$ cat config.mk
export PLATFORM = sky130hd
export DESIGN_NAME = mc_rq_queue
export DESIGN_NICKNAME = d
export VERILOG_FILES = /design/src/rtl/mc_rq_queue.sv
export SDC_FILE = /design/constraint.sdc
export NUM_CORES = 2
export LEC_CHECK = 0
export CORE_AREA = 8 8 500 355
export CTS_CLUSTER_DIAMETER = 40
export DETAILED_ROUTE_END_ITERATION = 16
export DIE_AREA = 0 0 508 363
export PLACE_DENSITY_LB_ADDON = 0.05
export SETUP_SLACK_MARGIN = 0.1
export SKIP_CTS_REPAIR_TIMING = 1
export SLEW_MARGIN = 20
export SYNTH_ARGS = -nofsm -noshare
export SYNTH_HDL_FRONTEND = slang
export SYNTH_SLANG_ARGS = --single-unit
$ cat constraint.sdc
create_clock -name clk -period 18.4 [get_ports clk]
set_input_delay 3.68 -clock clk [delete_from_list [all_inputs] [get_ports clk]]
set_output_delay 3.68 -clock clk [all_outputs]
set_load 0.005 [all_outputs]
$ cat src/rtl/mc_rq_queue.sv
// mc_rq_queue: request staging FIFO between PHOLD and an MC port with early stall, read cap and stall stats
module mc_rq_queue #(
    parameter int DEPTH           = 16,
    parameter int STALL_SLACK     = 4,
    parameter int MAX_RD          = 32,
    parameter int MC_RTNCTL_WIDTH = 32
) (
    input  logic                       clk,
    input  logic                       reset,
    input  logic                       in_rq_vld,
    input  logic [2:0]                 in_rq_cmd,
    input  logic [3:0]                 in_rq_scmd,
    input  logic [47:0]                in_rq_vadr,
    input  logic [1:0]                 in_rq_size,
    input  logic [MC_RTNCTL_WIDTH-1:0] in_rq_rtnctl,
    input  logic [63:0]                in_rq_data,
    output logic                       in_rq_stall,
    output logic                       mc_rq_vld,
    output logic [2:0]                 mc_rq_cmd,
    output logic [3:0]                 mc_rq_scmd,
    output logic [47:0]                mc_rq_vadr,
    output logic [1:0]                 mc_rq_size,
    output logic [MC_RTNCTL_WIDTH-1:0] mc_rq_rtnctl,
    output logic [63:0]                mc_rq_data,
    output logic                       mc_rq_flush,
    input  logic                       mc_rq_stall,
    input  logic                       mc_rs_vld,
    input  logic [2:0]                 mc_rs_cmd,
    output logic [$clog2(MAX_RD+1)-1:0] rd_outstanding,
    output logic                       idle,
    output logic                       overflow,
    output logic                       rsp_underflow,
    output logic [63:0]                total_stalls
);
    localparam int AW = $clog2(DEPTH);
    localparam int RW = $clog2(MAX_RD + 1);

    typedef struct packed {
        logic [2:0]                 cmd;
        logic [3:0]                 scmd;
        logic [47:0]                vadr;
        logic [1:0]                 size;
        logic [MC_RTNCTL_WIDTH-1:0] rtnctl;
        logic [63:0]                data;
    } rq_t;

    rq_t         mem [DEPTH];
    rq_t         head;
    logic [AW-1:0] wr_ptr, rd_ptr;
    logic [AW:0]   count;
    logic          full, empty, push, elig, rd_inc, rd_dec;

    assign full        = count == (AW+1)'(DEPTH);
    assign empty       = count == '0;
    assign push        = in_rq_vld && !full;
    assign head        = mem[rd_ptr];
    // a read held back by the cap blocks everything behind it to keep order
    assign elig        = !empty && !mc_rq_stall && (head.cmd != 3'd1 || rd_outstanding < RW'(MAX_RD));
    assign rd_inc      = elig && head.cmd == 3'd1;
    assign rd_dec      = mc_rs_vld && mc_rs_cmd == 3'd2;
    assign in_rq_stall = count >= (AW+1)'(DEPTH - STALL_SLACK);
    assign idle        = empty && !mc_rq_vld && rd_outstanding == '0;
    assign mc_rq_flush = 1'b0;

    always_ff @(posedge clk)
        if (push) mem[wr_ptr] <= {in_rq_cmd, in_rq_scmd, in_rq_vadr, in_rq_size, in_rq_rtnctl, in_rq_data};

    always_ff @(posedge clk) begin
        if (reset) begin
            wr_ptr         <= '0;
            rd_ptr         <= '0;
            count          <= '0;
            mc_rq_vld      <= 1'b0;
            mc_rq_cmd      <= '0;
            mc_rq_scmd     <= '0;
            mc_rq_vadr     <= '0;
            mc_rq_size     <= '0;
            mc_rq_rtnctl   <= '0;
            mc_rq_data     <= '0;
            rd_outstanding <= '0;
            overflow       <= 1'b0;
            rsp_underflow  <= 1'b0;
            total_stalls   <= '0;
        end else begin
            wr_ptr    <= wr_ptr + AW'(push);
            rd_ptr    <= rd_ptr + AW'(elig);
            count     <= count + (AW+1)'(push) - (AW+1)'(elig);
            mc_rq_vld <= elig;
            if (elig) begin
                mc_rq_cmd    <= head.cmd;
                mc_rq_scmd   <= head.scmd;
                mc_rq_vadr   <= head.vadr;
                mc_rq_size   <= head.size;
                mc_rq_rtnctl <= head.rtnctl;
                mc_rq_data   <= head.data;
            end
            rd_outstanding <= (rd_inc && !rd_dec) ? rd_outstanding + RW'(1) :
                              (rd_dec && !rd_inc && rd_outstanding != '0) ? rd_outstanding - RW'(1) :
                              rd_outstanding;
            if (in_rq_vld && full) overflow <= 1'b1;
            if (rd_dec && rd_outstanding == '0) rsp_underflow <= 1'b1;
            if (!empty && !elig) total_stalls <= total_stalls + 64'd1;
        end
    end
endmodule

==> Word-level counts from Yosys, hierarchy flattened <==
Memories as Yosys holds them, arrays and structs flattened. A register that Yosys moved wholly into a read port is not among the register bits.
Cells that the tools add are included.
{ "word_totals": {"regBits": 239, "latchBits": 0, "ram_bits": 2448, "mem_bits_ro": 0, "input_bits": 161, "out_inout_bits": 229, "mem_count": 1} }
{ "mem_list": {"columns": ["name", "depth", "word_bits", "read_ports", "rd_ports_with_merged_regs", "wr", "line", "text"], "rows": [
  ["mem", 16, 153, 1, 1, 1, "47", "rq_t mem [DEPTH];"]
]} }
{ "classes": {"addsub": 7, "n_mul": 0, "div_mod_pow": 0, "order_cmp": 2, "eq_ne": 4, "shifts": 0, "n_mux": 5, "bitwise_logic": 0, "n_reduce_logical": 25} }
{ "op_table": {"columns": ["cell", "n"], "rows": [
  ["64-bit by 1-bit adder with 64-bit output (second input constant)", 1],
  ["1-bit logical AND", 13],
  ["6-bit two-way mux", 2],
  ["4-bit by 1-bit adder with 4-bit output", 2],
  ["1-bit logical NOT", 7],
  ["6-bit by 1-bit adder with 6-bit output (second input constant)", 1],
  ["6-bit logical NOT", 1],
  ["6-bit less-than comparator (second input constant)", 1],
  ["6-bit nonzero test", 1],
  ["6-bit by 1-bit subtractor with 6-bit output (second input constant)", 1],
  ["5-bit by 1-bit adder with 5-bit output", 1],
  ["5-bit equality test (second input constant)", 1],
  ["5-bit by 4-bit >= comparator with 1-bit output (second input constant)", 1],
  ["5-bit logical NOT", 1],
  ["5-bit by 1-bit subtractor with 5-bit output", 1],
  ["4-bit two-way mux", 1],
  ["3-bit by 1-bit equality test with 1-bit output (second input constant)", 1],
  ["3-bit by 2-bit equality test with 1-bit output (second input constant)", 1],
  ["3-bit by 1-bit inequality test with 1-bit output (second input constant)", 1],
  ["1-bit two-way mux", 2],
  ["2-bit nonzero test", 1],
  ["1-bit logical OR", 1]
]} }

==> Longest topological paths before layout <==
{ "logic_depth": {"word_depth": 10, "mapped_depth": 21} }

==> Worst setup path before layout <==
OpenSTA, ideal clock, no wires.
{ "synth_path": {"path_type": "input port to flip-flop", "from": "input port in_rq_vld", "to": "memory mem[0][0] (netlist name) (enable)", "arrival_ns": 14.444, "path_slack_ns": 3.103, "cell_stages": 3, "n_path_buf": 0, "path_cell_list": "nand2_1 or3_1 nor3_1"} }
{ "synth_via": {"elab_chain_len": 3} }
{ "synth_lines": {"columns": ["item", "line", "text"], "rows": [
  ["start, declared", "10", "input logic in_rq_vld,"],
  ["1-bit logical AND", "55", "assign push = in_rq_vld && !full;"],
  ["1-bit two-way mux", "66", "if (push) mem[wr_ptr] <= {in_rq_cmd, in_rq_scmd, in_rq_vadr, in_rq_size, in_rq_rtnctl, in_rq_data};"],
  ["1-bit two-way mux (implied by the code)", "66", null],
  ["end, declared", "47", null]
]} }
Every way passes these cells.

==> Worst setup path after layout <==
{ "layout_path": {"from": "input port in_rq_vld", "to": "memory mem[15][102] (netlist name) (enable)"} }
The elaborated chain is that of the path after synthesis.

==> metrics.csv <==
metric,value,unit
cp.depth,7,
drv_cap,0,
dpl_cell_area,0.108,mm^2
grt_pass1_vias,48267,
gr-total-overflow,0,
vias,47850,
drt_iter0_drc,5248,
ir_worst_vdd,106,uV
tightest_slew,1140,ps
synth_area,0.101,mm^2
finish.utilization,68.6,%
hp-class,flip-flop to flip-flop,
synth_warnings,0,
grt_max_degree,151,
h-tree-depth,5,
synth_commonest_cells,"edfxtp_1, mux4_2, nand2_1",
cp_slowest_cell,nor2_4,
numCtsBuffers,278,
clk_latency,910,ps
clock-sinks,2687,
die_y,363,um
die_area,0.184,mm^2
dr.pass1.iters,5,
fin_crit,7120,ps
timing_hold_violations_final,0,
root_buffer,clkbuf_16,
io_pins,390,
synth_seq_cells,2687,
ys.flop_type,edfxtp_1,
num-nets-final,5251,
max_stage_delay,870,ps
final_cell_area,0.116,mm^2
wirelength,228,mm
portBuffers,388,
clk_pin_slew,60,ps
top_usage_layer,met2,
rows,127,
cts_tree,built,
grt_util_met3,5.13,%
ctsLongestPathBuffers,4,
grt.total_usage,24.7,%
area_growth_syn_to_layout,15.1,%
start_util,59.6,%
crit_arrival,7610,ps
syn_nets,4752,
finalCritPeriodShare,38.7,%
synth-edff-count,2448,
cp.required,18890,ps
met1_usage,37.2,%
r2r_cells,18,
critPathLaunchType,input port,
setup_viol,0,
gp_congestion,0.746,
synth_async_sr_flop_share,0,%
hpwl,122,mm
yosysTopAreaCellShare,72.7,%
drive_gt1_share,23.8,%
hold_end,mc_rq_size[0],
cp_num_buf_inv,4,
yosysSeqAreaShare,77.4,%
met2_usage,38.4,%
synth_cell_types,52,
end_kind,flip-flop,
worstSetupPathType,input port to flip-flop,
fmax,140,MHz
synth_cells,4572,
status,"finished, final reports clean",
tns,0,ps
antenna_found_initial,30,
path_cells,clkdlybuf4s50_1 > nand2_1 > inv_1 > nand3_1 > nor2_4 > buf_4 > buf_4,
grt_setup_unrepaired,no,
yosysMostFrequentCell,edfxtp_1,
reg2reg_slack,12660,ps
finClkSkew,26.6,ps
crit_fanout,44,
power_density,132,mW/mm^2
r2r-end,count[4],
ys_top_cells_by_area,"edfxtp_1, mux4_2, dfxtp_1",
hold_start,mc_rq_size[0],
p_leak,36.0,nW
grt_pass1_wl,335,mm
core_area,0.170,mm^2
finalPower,0.0153,W
die_w,508,um
drtAntennaViolNets,0,
cp_top_family,buffers and inverters,
max_slew_margin,23.9,%
whs_path_depth,2,
yosysTopAreaCell,edfxtp_1,
drc,0,
postSynthAreaPerCell,22.1,um^2
routed_via_density,6.35,
slew_violations,0,
wl_per_cell,30.2,um
reg2reg_from,rd_ptr[1],
crit_top_cell,buf_4,
fillers,10585,
routing by layer:
metal  up-vias  part of all wire (%)
met2      1824                    48
met4        16                   1.6
met3       325                   7.9
li1      20038                     -
met5         -                 0.040
met1     25647                    43
layout make-up:
class                      instances  area, um^2  share of cell area (%)
antenna                           13        32.5                  0.0279
clock buffer                     361        7660                    6.58
clock inverter                   117        1020                   0.874
inverter                          20        90.1                  0.0774
multi-input combinational       1614       21800                    18.7
sequential                      2687       78300                    67.3
tap                             2257        2820                    2.43
timing repair buffer             470        4680                    4.02
kinds of logic (layout without fill, tap and decap cells):
logic type,count (synthesis),count (layout),synth area share (%)
XOR/XNOR,54,54,0.468
adder cells (fa/ha/maj),19,19,0.250
buffers and inverters,271,968,1.14
multiplexers,778,778,17.1
AND/OR/NAND/NOR,512,512,2.16
AO/OA/AOI/OAI,250,250,1.42
flip-flops,2687,2687,77.4
other,1,14,0.00371
metrics by stage:
| step | setup slack, ps | hold slack [ps] | cells |
|---|---|---|---|
| floorplan | 3100 | 442 | 4572 |
| global placement | 10470 | 434 | 7047 |
| detailed placement | 10380 | 445 | 7047 |
| CTS | 11330 | 454 | 7525 |
| global route | 11180 | 468 | 7532 |
| finish | 11280 | 453 | 7539 |
power by group:
| group | switching (W) | internal [W] | leakage, nW | total [W] |
|---|---|---|---|---|
| sequential | 0.000138 | 0.00695 | 24.1 | 0.00708 |
| clock | 0.00222 | 0.00316 | 4.22 | 0.00537 |
| combinational | 0.00140 | 0.00147 | 7.75 | 0.00287 |
| total | 0.00375 | 0.0116 | 36.0 | 0.0153 |
registers in the layout (all words and copies together) (netlist names):
name            cells
mc_rq_cmd           3
overflow            1
rd_outstanding      6
mc_rq_vadr         48
total_stalls       64
mc_rq_scmd          4
mc_rq_rtnctl       32
mc_rq_vld           1
count               5
rsp_underflow       1
mc_rq_size          2
mem              2448
rd_ptr              4
mc_rq_data         64
wr_ptr              4
layout by cell type, fill, tap and decap left out, types with 5 or more instances in the layout:
master,instances
xnor2_1,9
clkinv_4,6
clkinvlp_4,13
nor2_4,12
o211ai_1,20
or3_1,16
nand2_1,326
clkinv_1,43
clkinv_2,33
clkbuf_1,57
xor2_1,45
mux2i_1,11
buf_4,68
a21oi_1,177
inv_8,5
o2111ai_1,23
and3_1,16
clkbuf_8,14
o21ai_0,16
and2_1,8
mux2_2,5
dfxtp_1,236
ha_1,17
nand3_1,9
diode_2,13
and4_1,5
edfxtp_1,2448
clkdlybuf4s50_1,386
clkbuf_16,290
buf_12,13
mux4_2,762
nor2_1,76
bufinv_16,16
nor2b_1,8
nand4_1,9
inv_1,18
tightest hold or removal path, delay by kind of cell, from the launching register on:
kind,cells,cell delay (ps)
flops,1,310
simple gates,1,50
compound gates,1,50
worst max path at each step:
| stage | startpoint | to | slack [ps] |
|---|---|---|---|
| 6_report | in_rq_vld | mem[15][102] | 11280 |
| 5_1_grt | in_rq_vld | mem[15][102] | 11180 |
| 4_1_cts | in_rq_vld | mem[15][102] | 11330 |
| 3_5_place_dp | in_rq_vld | mem[15][121] | 10380 |
| 3_3_place_gp | in_rq_vld | mem[15][121] | 10470 |
| 2_1_floorplan | in_rq_vld | mem[0][0] | 3100 |
No activity file was read; power rests on OpenSTA's default activity.
